[src/rtl/bicubic_pkg.sv]
// Shared types and constants for the bicubic input front-end.
// Holds the sequencer state encoding, error-flag bit positions and a width helper.
package bicubic_pkg;

    typedef enum logic [1:0] {
        SEQ_IDLE   = 2'd0,
        SEQ_ACTIVE = 2'd1,
        SEQ_FLUSH  = 2'd2,
        SEQ_RESYNC = 2'd3
    } seq_state_e;

    localparam int unsigned ERR_EARLY_EOL = 0;
    localparam int unsigned ERR_LATE_EOL  = 1;
    localparam int unsigned ERR_MID_SOF   = 2;
    localparam int unsigned ERR_NUM       = 3;

    // Counter width that never collapses to zero bits for degenerate sizes.
    function automatic int unsigned clog2_min1(input int unsigned value);
        return (value <= 1) ? 1 : $clog2(value);
    endfunction

endpackage

[src/rtl/bicubic_frame_geom_counter.sv]
// Column/row tracker for the input sequencer: reports whether the beat at the input
// is the last pixel of a line and of a frame; wraps to the origin after the last pixel.
module bicubic_frame_geom_counter
    import bicubic_pkg::*;
#(
    parameter int unsigned INPUT_WIDTH  = 960,
    parameter int unsigned INPUT_HEIGHT = 540
) (
    input  logic clk,
    input  logic aresetn,
    input  logic i_clear,
    input  logic i_advance,
    output logic o_line_end,
    output logic o_frame_end
);

    localparam int unsigned XW = clog2_min1(INPUT_WIDTH);
    localparam int unsigned YW = clog2_min1(INPUT_HEIGHT);
    localparam logic [XW-1:0] X_LAST = XW'(INPUT_WIDTH - 1);
    localparam logic [YW-1:0] Y_LAST = YW'(INPUT_HEIGHT - 1);

    logic [XW-1:0] r_x;
    logic [XW-1:0] w_x_d;
    logic [YW-1:0] r_y;
    logic [YW-1:0] w_y_d;
    logic          w_line_end;
    logic          w_frame_end;

    assign w_line_end  = (r_x == X_LAST);
    assign w_frame_end = w_line_end & (r_y == Y_LAST);

    always_comb begin
        w_x_d = r_x;
        w_y_d = r_y;
        if (i_clear) begin
            w_x_d = '0;
            w_y_d = '0;
        end else if (i_advance) begin
            if (w_line_end) begin
                w_x_d = '0;
                w_y_d = w_frame_end ? '0 : r_y + 1'b1;
            end else begin
                w_x_d = r_x + 1'b1;
            end
        end
    end

    always_ff @(posedge clk or negedge aresetn) begin
        if (!aresetn) begin
            r_x <= '0;
            r_y <= '0;
        end else begin
            r_x <= w_x_d;
            r_y <= w_y_d;
        end
    end

    assign o_line_end  = w_line_end;
    assign o_frame_end = w_frame_end;

endmodule

[src/rtl/bicubic_input_sequencer.sv]
// Front-end scheduler for the bicubic pipeline: turns AXI4-Stream video into pixel beats
// gated by pipeline_ready, checks line/frame geometry, resynchronises and pads each frame.
module bicubic_input_sequencer
    import bicubic_pkg::*;
#(
    parameter int unsigned INPUT_WIDTH  = 960,
    parameter int unsigned INPUT_HEIGHT = 540,
    parameter int unsigned PIXEL_WIDTH  = 24,
    parameter int unsigned FLUSH_PIXELS = 2
) (
    input  logic                   clk,
    input  logic                   aresetn,
    input  logic                   clken,
    input  logic [PIXEL_WIDTH-1:0] s_axis_tdata,
    input  logic                   s_axis_tvalid,
    output logic                   s_axis_tready,
    input  logic                   s_axis_tuser,
    input  logic                   s_axis_tlast,
    input  logic                   pipeline_ready,
    output logic [PIXEL_WIDTH-1:0] pixel_data,
    output logic                   pixel_in_valid,
    output logic                   pixel_in_start_of_frame,
    output logic                   pixel_pad,
    output logic                   sclr,
    output logic                   frame_done,
    output logic [ERR_NUM-1:0]     err_flags,
    input  logic                   err_clear
);

    localparam int unsigned FCW = clog2_min1(FLUSH_PIXELS + 1);
    localparam logic [FCW-1:0] FLUSH_LAST = FCW'(FLUSH_PIXELS - 1);

    seq_state_e             r_state;
    seq_state_e             w_state_d;
    logic [PIXEL_WIDTH-1:0] r_last_pixel;
    logic [FCW-1:0]         r_flush_cnt;
    logic [ERR_NUM-1:0]     r_err_flags;
    logic                   r_frame_done;

    logic                   w_tready;
    logic                   w_accept;
    logic                   w_in_idle;
    logic                   w_in_active;
    logic                   w_in_flush;
    logic                   w_in_resync;
    logic                   w_sof_beat;
    logic                   w_mid_sof;
    logic                   w_early_eol;
    logic                   w_late_eol;
    logic                   w_error;
    logic                   w_fwd;
    logic                   w_pad;
    logic                   w_flush_last;
    logic                   w_enter_flush;
    logic                   w_geom_clear;
    logic                   w_line_end;
    logic                   w_frame_end;
    logic [ERR_NUM-1:0]     w_err_set;

    bicubic_frame_geom_counter #(
        .INPUT_WIDTH  (INPUT_WIDTH),
        .INPUT_HEIGHT (INPUT_HEIGHT)
    ) u_geom (
        .clk         (clk),
        .aresetn     (aresetn),
        .i_clear     (w_geom_clear),
        .i_advance   (w_fwd),
        .o_line_end  (w_line_end),
        .o_frame_end (w_frame_end)
    );

    assign w_in_idle   = (r_state == SEQ_IDLE);
    assign w_in_active = (r_state == SEQ_ACTIVE);
    assign w_in_flush  = (r_state == SEQ_FLUSH);
    assign w_in_resync = (r_state == SEQ_RESYNC);

    // An SOF beat in IDLE starts a frame, so it needs the pipeline; junk beats are
    // drained regardless. In ACTIVE an SOF beat is refused and left at the source.
    always_comb begin
        w_tready = 1'b0;
        case (r_state)
            SEQ_IDLE:   w_tready = clken & (pipeline_ready | ~s_axis_tuser);
            SEQ_ACTIVE: w_tready = clken & pipeline_ready & ~(s_axis_tvalid & s_axis_tuser);
            default:    w_tready = 1'b0;
        endcase
    end

    assign w_accept      = s_axis_tvalid & w_tready;
    assign w_sof_beat    = w_in_idle & w_accept & s_axis_tuser;
    assign w_mid_sof     = w_in_active & clken & pipeline_ready & s_axis_tvalid & s_axis_tuser;
    assign w_early_eol   = w_in_active & w_accept & s_axis_tlast & ~w_line_end;
    assign w_late_eol    = w_in_active & w_accept & ~s_axis_tlast & w_line_end;
    assign w_error       = w_mid_sof | w_early_eol | w_late_eol;
    assign w_fwd         = w_sof_beat | (w_in_active & w_accept & ~w_early_eol & ~w_late_eol);
    assign w_pad         = w_in_flush & clken & pipeline_ready;
    assign w_flush_last  = w_pad & (r_flush_cnt == FLUSH_LAST);
    assign w_enter_flush = w_fwd & w_frame_end;
    assign w_geom_clear  = (w_in_resync & clken) | w_flush_last;

    always_comb begin
        w_err_set                = '0;
        w_err_set[ERR_EARLY_EOL] = w_early_eol;
        w_err_set[ERR_LATE_EOL]  = w_late_eol;
        w_err_set[ERR_MID_SOF]   = w_mid_sof;
    end

    // State register
    always_ff @(posedge clk or negedge aresetn) begin
        if (!aresetn) begin
            r_state <= SEQ_IDLE;
        end else begin
            r_state <= w_state_d;
        end
    end

    // Next-state logic; every condition already carries clken, so state freezes with it.
    always_comb begin
        w_state_d = r_state;
        case (r_state)
            SEQ_IDLE: begin
                if (w_sof_beat) begin
                    w_state_d = w_frame_end ? SEQ_FLUSH : SEQ_ACTIVE;
                end
            end
            SEQ_ACTIVE: begin
                if (w_error) begin
                    w_state_d = SEQ_RESYNC;
                end else if (w_enter_flush) begin
                    w_state_d = SEQ_FLUSH;
                end
            end
            SEQ_FLUSH: begin
                if (w_flush_last) begin
                    w_state_d = SEQ_IDLE;
                end
            end
            SEQ_RESYNC: begin
                if (clken) begin
                    w_state_d = SEQ_IDLE;
                end
            end
            default: w_state_d = SEQ_IDLE;
        endcase
    end

    always_ff @(posedge clk or negedge aresetn) begin
        if (!aresetn) begin
            r_last_pixel <= '0;
            r_flush_cnt  <= '0;
            r_err_flags  <= '0;
        end else if (clken) begin
            if (w_fwd) begin
                r_last_pixel <= s_axis_tdata;
            end
            if (w_enter_flush) begin
                r_flush_cnt <= '0;
            end else if (w_pad) begin
                r_flush_cnt <= r_flush_cnt + 1'b1;
            end
            // Clear wins over an error detected in the same cycle.
            if (err_clear) begin
                r_err_flags <= '0;
            end else begin
                r_err_flags <= r_err_flags | w_err_set;
            end
        end
    end

    always_ff @(posedge clk or negedge aresetn) begin
        if (!aresetn) begin
            r_frame_done <= 1'b0;
        end else begin
            r_frame_done <= w_flush_last;
        end
    end

    // Output logic
    always_comb begin
        s_axis_tready           = w_tready;
        pixel_in_valid          = w_fwd | w_pad;
        pixel_in_start_of_frame = w_sof_beat;
        pixel_pad               = w_pad;
        sclr                    = w_in_resync & clken;
        pixel_data              = '0;
        if (w_fwd) begin
            pixel_data = s_axis_tdata;
        end else if (w_pad) begin
            pixel_data = r_last_pixel;
        end
    end

    assign frame_done = r_frame_done;
    assign err_flags  = r_err_flags;

endmodule

[config.mk]
export PLATFORM = sky130hd
export DESIGN_NAME = bicubic_input_sequencer
export DESIGN_NICKNAME = d
export VERILOG_FILES = /design/src/rtl/bicubic_pkg.sv /design/src/rtl/bicubic_frame_geom_counter.sv /design/src/rtl/bicubic_input_sequencer.sv
export SDC_FILE = /design/constraint.sdc
export NUM_CORES = 1
export LEC_CHECK = 0
export CAP_MARGIN = 20
export CORE_UTILIZATION = 35
export CTS_CLUSTER_DIAMETER = 150
export DETAILED_ROUTE_END_ITERATION = 12
export GPL_TIMING_DRIVEN = 0
export PLACE_DENSITY_LB_ADDON = 0.2
export SYNTH_ARGS = -nofsm -noshare
export SYNTH_HDL_FRONTEND = slang
export SYNTH_SLANG_ARGS = --single-unit
[constraint.sdc]
create_clock -name clk -period 2.9 [get_ports clk]
set_input_delay 0.435 -clock clk [delete_from_list [all_inputs] [get_ports clk]]
set_output_delay 0.435 -clock clk [all_outputs]
set_load 0.01 [all_outputs]
# ---- Word level (Yosys, flattened, before mapping)
# Index checks and enable logic that the tools add are counted.
dict set report classes {
  n_eq_ne 10
  addsub 3
  bitwise 37
  n_reduce_logical 8
  muxes 20
}
# operator n
set op_table {}
lappend op_table {{2-to-1 mux 10 bit} 7}
lappend op_table {{2-to-1 mux 24 bit} 2}
lappend op_table {{AND 1 bit} 24}
lappend op_table {{adder 10 x 1 -> 10 bit, second input constant} 2}
lappend op_table {{== test 10 bit, second input constant} 2}
lappend op_table {{2-to-1 mux 2 bit} 8}
lappend op_table {{case mux 2 bit (4 select lines)} 1}
lappend op_table {{NOT 1 bit} 6}
lappend op_table {{bitwise OR 1 bit} 6}
lappend op_table {{AND reduction 2 bit} 3}
lappend op_table {{nonzero test 2 bit} 3}
lappend op_table {{== test 2 x 1 -> 1 bit, second input constant} 2}
lappend op_table {{== test 2 bit, second input constant} 2}
lappend op_table {{inequality test 2 x 1 -> 1 bit, second input constant} 2}
lappend op_table {{AND reduction 4 bit} 1}
lappend op_table {{2-to-1 mux 3 bit} 1}
lappend op_table {{inequality test 3 x 1 -> 1 bit, second input constant} 1}
lappend op_table {{bitwise OR 3 bit} 1}
lappend op_table {{adder 2 x 1 -> 2 bit, second input constant} 1}
lappend op_table {{logical NOT 2 bit} 1}
lappend op_table {{inequality test 2 bit, second input constant} 1}
lappend op_table {{case mux 1 bit (2 select lines)} 1}
dict set report word_totals {
  in_bits 32
  ff_bits 52
}

# ---- Logic depth before layout (Yosys ltp)
# Gate-level depths: netlist (run 1).
dict set report depth {
  word_depth 16
  mapped_depth 8
  ltp_nobuf 7
}

# ---- Hierarchy
# From an unflattened synthesis (run 1), not the netlist that was laid out.
dict set report hier_totals {
  hier_cells 266
  hier_area_um2 2854.0
}
# module instances cells_per_inst area_per_inst_um2
set by_module_without_submodules {}
lappend by_module_without_submodules {bicubic_input_sequencer 1 138 1661.6}
lappend by_module_without_submodules {bicubic_frame_geom_counter 1 128 1192.4}

# ---- Least setup slack after synthesis (run 1)
# OpenSTA, ideal clock, no wires.
dict set report synth_timing {
  kind {reg-to-output}
  start {register u_geom.r_x[0]}
  end {output port pixel_data[10]}
  path_buffers 2
  t_required_ns 2.465
  path_stages_with_launch 8
  arrival_time_ns 2.008
  slack_ns 0.457
  path_cell_list {dfrtp_1 > ha_1 > nand3_2 > o31a_1 > o31ai_1 > buf_2 > buf_2 > a22o_1}
}
dict set report synth_via {
  elab_chain_len 8
}
# item line
set synth_rtl {}
lappend synth_rtl {{from (decl)} bicubic_frame_geom_counter.sv:22} ;# logic [XW-1:0] r_x;
lappend synth_rtl {{from (signal assigned)} bicubic_frame_geom_counter.sv:53} ;# r_x <= w_x_d;
lappend synth_rtl {{== test 10 bit (*)} bicubic_frame_geom_counter.sv:29} ;# assign w_line_end = (r_x == X_LAST);
lappend synth_rtl {{NOT 1 bit} bicubic_input_sequencer.sv:91} ;# assign w_early_eol = w_in_active & w_accept & s_axis_tlast & ~w_line_end;
lappend synth_rtl {{AND 1 bit} bicubic_input_sequencer.sv:91}
lappend synth_rtl {{NOT 1 bit} bicubic_input_sequencer.sv:94} ;# assign w_fwd = w_sof_beat | (w_in_active & w_accept & ~w_early_eol & ~w_late_eol);
lappend synth_rtl {{AND 1 bit} bicubic_input_sequencer.sv:94}
lappend synth_rtl {{AND 1 bit (*)} bicubic_input_sequencer.sv:94}
lappend synth_rtl {{bitwise OR 1 bit (*)} bicubic_input_sequencer.sv:94}
lappend synth_rtl {{2-to-1 mux 24 bit (*)} bicubic_input_sequencer.sv:185} ;# if (w_fwd) begin
lappend synth_rtl {{to (decl)} bicubic_input_sequencer.sv:20} ;# output logic [PIXEL_WIDTH-1:0] pixel_data,
# Mark *: on every way between the ends. The rest lies on a longest branch, timed or not.

# ---- Worst setup path after layout (run 1)
dict set report layout_timing {
  start {register u_geom.r_x[0]}
  end {output port pixel_data[15]}
}
# The elaborated chain is that of the path after synthesis.

==> results of run 1 <==
==> cells in the mapped netlist (all sizes together) (2+ instances only) <==
| master | instances | area (µm²) |
|---|---|---|
| nor4 | 2 | 18.77 |
| a22o | 25 | 219.0 |
| a32o | 3 | 30.03 |
| o31ai | 6 | 45.04 |
| clkbuf | 10 | 37.54 |
| mux2i | 2 | 20.02 |
| nand2b | 3 | 18.77 |
| or3 | 3 | 18.77 |
| nand3 | 13 | 70.07 |
| a21o | 6 | 45.04 |
| and4b | 2 | 20.02 |
| mux2 | 24 | 270.3 |
| a211oi | 4 | 30.03 |
| nand3b | 6 | 61.31 |
| nand2 | 24 | 90.09 |
| and3 | 5 | 31.28 |
| or4 | 2 | 15.01 |
| a31oi | 2 | 12.51 |
| o31a | 2 | 17.52 |
| inv | 5 | 18.77 |
| a41oi | 2 | 17.52 |
| nor2 | 12 | 45.04 |
| a21oi | 16 | 80.08 |
| nor4b | 2 | 17.52 |
| and2 | 3 | 18.77 |
| o21ai | 12 | 60.05 |
| buf | 7 | 36.28 |
| nor3 | 2 | 10.01 |
| ha | 3 | 37.54 |
| nor2b | 2 | 12.51 |
| dfrtp | 52 | 1301 |
==> cell families after synthesis <==
group / after synthesis / share of synthesized area [%]
simple gates: 86 / 17.11
fa+ha+maj: 3 / 1.323
flops: 52 / 45.86
compound gates: 86 / 21.91
xor+xnor: 1 / 0.3087
mux: 26 / 10.23
buf+inv: 22 / 3.263
==> area by class of cell <==
type,instances,share of cell area [%]
multi-input cells,202,39.03
plain buffers,17,3.047
repair buffers,78,18.02
well taps,102,3.306
inverters,5,0.4862
flip-flops and latches,52,33.74
clock buffers,5,1.783
clock inverters,3,0.5835
==> timing repair <==
action                     in CTS  in global routing
pin swaps                       3                  3
resized for setup              70                  2
buffers inserted               10                  3
setup endpoints to repair      26                 23
==> through the flow <==
step                      TNS, ns  instances  instance area (µm²)  hold WS [ns]  setup WS, ns
after floorplan                 0        276                 2838        0.1394        0.4573
after detailed placement   -21.77        443                 3621        0.4756       -0.9371
after global routing            0        464                 3860        0.1464      0.002976
after CTS                       0        461                 3831        0.1269       0.05219
final                           0        464                 3860        0.1138       0.09824
after global placement     -37.41        442                 3606        0.4667       -0.8941
==> layer usage <==
layer | GRT usage [%] | vias to the layer above | routed length (µm)
li1 | - | 1213 | -
met1 | 23.33 | 1243 | 3421
met2 | 29.73 | 49 | 3375
met3 | 2.902 | 7 | 197
met4 | 4.948 | 0 | 82
met5 | 0 | - | 0
==> state kept, by name, indices dropped and copies added (netlist names) <==
| register | cells |
|---|---|
| r_last_pixel | 24 |
| u_geom.r_y | 10 |
| frame_done | 1 |
| err_flags | 3 |
| r_state | 2 |
| r_flush_cnt | 2 |
| u_geom.r_x | 10 |
==> final timing paths <==
path | start | to
max in group asynchronous | aresetn | u_geom.r_y[8]$_DFFE_PN0P_
hold / removal | aresetn | r_last_pixel[0]$_DFFE_PN0P_
min in group clk | r_last_pixel[21]$_DFFE_PN0P_ | r_last_pixel[21]$_DFFE_PN0P_
setup reg to reg | u_geom.r_x[0]$_DFFE_PN0P_ | u_geom.r_y[7]$_DFFE_PN0P_
hold reg to reg | r_last_pixel[21]$_DFFE_PN0P_ | r_last_pixel[21]$_DFFE_PN0P_
setup / recovery | u_geom.r_x[0]$_DFFE_PN0P_ | pixel_data[15]
==> report_power, final <==
group,internal [mW],switching [mW]
clock network,0.173,0.251
registers,0.929,0.142
logic,0.312,0.254
total,1.41,0.648
==> worst register-to-register path, cell delays in order, from the launching register on <==
cell	delay, ns
dfrtp_1	0.41
ha_4	0.17
nand3_4	0.11
nor3_1	0.85
a21oi_1	0.38
clkbuf_1	0.33
a32o_1	0.31
==> metrics.cfg, run 1 <==
[status]
status = complete, no violations

[route]
via_per_inst = 5.414
first_pass_iters = 4
vias = 2512
drt_wl_total_mm = 7.077
post_drt_wl_per_cell_um = 15.25
drc = 0
drt_iter0_drc = 91
antenna_left = 0

[clock_tree]
ctsRootBufferMaster = clkbuf_8
cts_hold_buffers = 0
cts.sinks = 52
clk_latency_ns = 0.31
htree_levels = 2
cts_buffers = 5
cts_tree = built
clk_path_buf_depth = 2
path_clk_slew_ns = 0.10

[place]
portBuffers = 64
place.gp.congestion = 0.8122
dp_hpwl_mm = 5.000

[power]
p_leak_nw = 1.755
total_power_mw = 2.062
vdd_drop_max_v = 0.0003258
cellPowerDensity_mw_per_mm2 = 534.1

[grt]
antenna_found_initial = 0
overflow = 0
grt_usage_pct = 17.65
grt_pass1_wl_mm = 11.98
grt_start_max_net_pins = 29
grt_pass1_vias = 2504

[setup_path]
slowest_stage = dfrtp_1
crit_chain = ha_4 > nand3_4 > o31a_1 > o31ai_4 > buf_6 > buf_6 > a22o_1 > dlygate4sd2_1
cp_data_required_time_ns = 2.47
ff2ff_path_depth = 6
cp_common_cell = buf_6
arrival_ns = 2.37
slowest_delay_ns = 0.41
critical_path_class = reg2out
path_max_fanout = 10
r2r_slack_ns = 0.23
endpoint_kind = primary output
worst-path-buf-inv = 3
critPathLaunchType = register
crit_cells = 8
crit_family = compound AO/OA/AOI/OAI gates

[logic_synthesis]
synth-main-ff-cell = dfrtp_1
synth_cell_types = 52
synth_edf_count = 0
syn-cell-area_mm2 = 0.002838
synth_seq_cells = 52
async_flop_share_pct = 100.0
ys_seq_area_share_pct = 45.86
syn_area_per_cell_um2 = 10.28
ys.warnings.count = 0
syn-num-nets = 311
postSynthCellCount = 276

[layout]
drive_above_1_share_pct = 13.81
final_cell_mix = 51 x dfrtp_1, 35 x clkdlybuf4s50_1, 25 x a22o_1
synthToLayoutAreaGrowth_pct = 36.02
multi_input_area_mm2 = 0.001506
nets = 396
n_fill_cell = 750
fin_util_pct = 49.69
diodes = 0
final_common_cell = dfrtp_1
regArea_mm2 = 0.001303

[sta]
slew_viol_final = 0
relSlewSlack_pct = 30.61
hold_viol = 0
fmax_mhz = 356.9
worstMarginPinSlew_ns = 1.033
finClkSkew_ns = 0.009171
post-route-min-period_ns = 2.802
final.period_utilization_pct = 96.61
rsz0062_at_grt = false
setup-violations-final = 0

[die]
initial_core_util_pct = 36.53
rows = 32
die_w_um = 92.05
fp.coreArea_mm2 = 0.007767
die_h_um = 92.05
ioPinCount = 65
fp.dieArea_mm2 = 0.008472

[hold_path]
hold_class = in2async

[job]
maxCapViolCount = 0

No activity file was read; power rests on OpenSTA's default activity.
==> inputs of run 2 (changes only) <==
Settings changed: CORE_UTILIZATION 35 to 50, TNS_END_PERCENT from default to 1.
==> run 2 against run 1 <==
  * Cell count down 7.3%
  * Clock skew fell by 0.0021 ns
  * Setup slack got worse by 0.024 ns
  * Largest power group unchanged
  * Highest routed layer unchanged
==> metrics.cfg, run 2 (synthesis results as in run 1) <==
[status]
status = complete, no violations

[sta]
tns_ns = 0  ; unchanged
finClkSkew_ns = 0.007067  ; -0.002104 ns
setup-violations-final = 0  ; unchanged
relSlewSlack_pct = 36.63  ; +6.0 points
rsz0062_at_grt = true
hold_viol = 0  ; unchanged
slew_viol_final = 0  ; unchanged
final.period_utilization_pct = 97.45  ; +0.84 points
fmax_mhz = 353.8  ; -0.86%
whs_ns = 0.09407  ; -0.01974 ns
post-route-min-period_ns = 2.826  ; +0.02434 ns
worstMarginPinSlew_ns = 0.9433  ; -0.08963 ns
fin_ws_ns = 0.07390  ; -0.02434 ns

[clock_tree]
cts_hold_buffers = 0  ; unchanged
cts.sinks = 52  ; unchanged
clk_latency_ns = 0.30  ; about the same
cts_buffers = 5  ; unchanged
clk_path_buf_depth = 2  ; unchanged
htree_levels = 2  ; unchanged
cts_tree = built
path_clk_slew_ns = 0.09  ; about the same
ctsRootBufferMaster = clkbuf_8

[route]
first_pass_iters = 4  ; unchanged
drc = 0  ; unchanged
drt_wl_total_mm = 6.749  ; -4.6%
drt_iter0_drc = 211  ; +130%
antenna_left = 0  ; unchanged
post_drt_wl_per_cell_um = 15.70  ; +2.9%
via_per_inst = 5.844  ; +7.9%
vias = 2513  ; +0.040%

[grt]
overflow = 0  ; unchanged
grt_start_max_net_pins = 32  ; +10%
grt_usage_pct = 23.77  ; +6.1 points
grt_pass1_vias = 2462  ; -1.7%
antenna_found_initial = 0  ; unchanged
grt_pass1_wl_mm = 11.58  ; -3.3%

[place]
dp_hpwl_mm = 4.754  ; -4.9%
pre_cts_ws_ns = -0.8669  ; +0.07014 ns
placed_cell_area_mm2 = 0.003583  ; -1.0%
portBuffers = 64  ; unchanged
place.gp.congestion = 0.8501  ; +4.7%

[layout]
largestRegisters = r_last_pixel (24), u_geom.r_x (10), u_geom.r_y (10)
fin_area_mm2 = 0.003812  ; -1.2%
synthToLayoutAreaGrowth_pct = 34.35
nets = 392  ; -1.0%
drive_above_1_share_pct = 13.69  ; -0.13 points
regArea_mm2 = 0.001303  ; unchanged
n_fill_cell = 451  ; -40%
largest_register_ffs = 24  ; unchanged
diodes = 0  ; unchanged
top_register = r_last_pixel
final_cell_mix = 51 x dfrtp_1, 35 x clkdlybuf4s50_1, 25 x a22o_1
final_common_cell = dfrtp_1
multi_input_area_mm2 = 0.001501  ; -0.33%

[setup_path]
ff2ff_path_depth = 6  ; unchanged
critPathLaunchType = register
cp_data_required_time_ns = 2.47  ; about the same
rr_endpoint = u_geom.r_y[7]$_DFFE_PN0P_
r2r_slack_ns = 0.32  ; +0.09 ns
critical_path_class = reg2out
rr_startpoint = u_geom.r_x[1]$_DFFE_PN0P_
arrival_ns = 2.39  ; +0.02 ns
endpoint_kind = primary output
path_max_fanout = 10  ; unchanged

[hold_path]
hold_class = in2async

[power]
power_frac_comb_pct = 25.4  ; -2.1 points
switching_power_mw = 0.6230  ; -3.8%
p_seq_share_pct = 51.1  ; -0.8 points
p_leak_nw = 1.710  ; -2.6%
clockPowerShare_pct = 23.5  ; +2.9 points
p_int_mw = 1.470  ; +3.9%
vdd_drop_max_v = 0.0003119  ; -4.3%
swShare_pct = 29.77  ; -1.6 points
cellPowerDensity_mw_per_mm2 = 548.9  ; +2.8%
total_power_mw = 2.093  ; +1.5%

[die]
die_h_um = 77.34  ; -16%
ioPinCount = 65  ; unchanged
die_w_um = 77.34  ; -16%
fp.coreArea_mm2 = 0.005473  ; -30%
initial_core_util_pct = 51.85  ; +15 points
rows = 27  ; -16%
fp.dieArea_mm2 = 0.005981  ; -29%

[job]
maxCapViolCount = 0  ; unchanged

## run 2: cell count changes in the layout (fill, tap and decap cells not counted), sizes merged
cell	previous run	this run
buf	28	18
bufinv	0	1
clkbuf	15	26
clkdlybuf4s15	0	12
clkinv	2	1
dlygate4sd2	22	3
dlymetal6s2s	0	3
inv	6	5
## run 2: stage by stage
| step | utilization, % | instances |
|---|---|---|
| finish | 69.66 | 430 |
| global route | 69.66 | 430 |
| CTS | 68.91 | 426 |
| detailed placement | 65.48 | 413 |
| global placement | 65.20 | 412 |
| floorplan | - | 276 |
## run 2: repair_timing
action | in CTS | in global routing
hold endpoints to repair | 0 | 0
endpoints found under the setup margin | 26 | 26
pin swaps | 3 | 2
setup buffers | 5 | 4
gates resized for setup | 44 | 42
## run 2: layout make-up
type                            instances  area share (%)
Buffer                                 17           3.019
Clock buffer                            6           1.904
Clock inverter                          2          0.9189
Inverter                                5          0.4923
Multi-Input combinational cell        202           39.38
Sequential cell                        52           34.16
Tap cell                               72           2.363
Timing Repair Buffer                   74           17.76
## run 2: routing by layer
metal	share of wire [%]	wire, µm	GRT usage, %	vias up
met5	0	0	0	-
met2	48	3240	39.03	78
met3	5.4	363	4.941	8
met1	46	3075	32.18	1221
li1	-	-	-	1206
met4	1.0	70	5.660	0
## run 2: how the worst max path moves through the flow
stage	cells past startpoint	from	slack, ns	endpoint
2_1_floorplan	7	u_geom.r_x[0]$_DFFE_PN0P_	0.46	pixel_data[10]
3_3_place_gp	9	pipeline_ready	-0.85	pixel_data[17]
3_5_place_dp	9	pipeline_ready	-0.87	pixel_data[16]
4_1_cts	8	s_axis_tvalid	-0.18	pixel_in_valid
5_1_grt	8	u_geom.r_x[1]$_DFFE_PN0P_	-0.02	pixel_data[6]
6_report	8	u_geom.r_x[1]$_DFFE_PN0P_	0.07	pixel_data[6]
## run 2: critical path: stages, from the launching register on
cell	delay, ns
dfrtp_1	0.41
ha_4	0.18
nand3_4	0.11
o31a_1	0.35
o31ai_4	0.33
buf_4	0.17
clkbuf_8	0.16
a22o_1	0.12
dlygate4sd2_1	0.26
## run 2: power groups by stage
stage	combinational, mW	sequential [mW]	clock, mW
floorplan	0.324	1.04	0
global placement	0.470	1.07	0
detailed placement	0.493	1.08	0
CTS	0.529	1.06	0.502
global route	0.602	1.09	0.527
finish	0.532	1.07	0.491
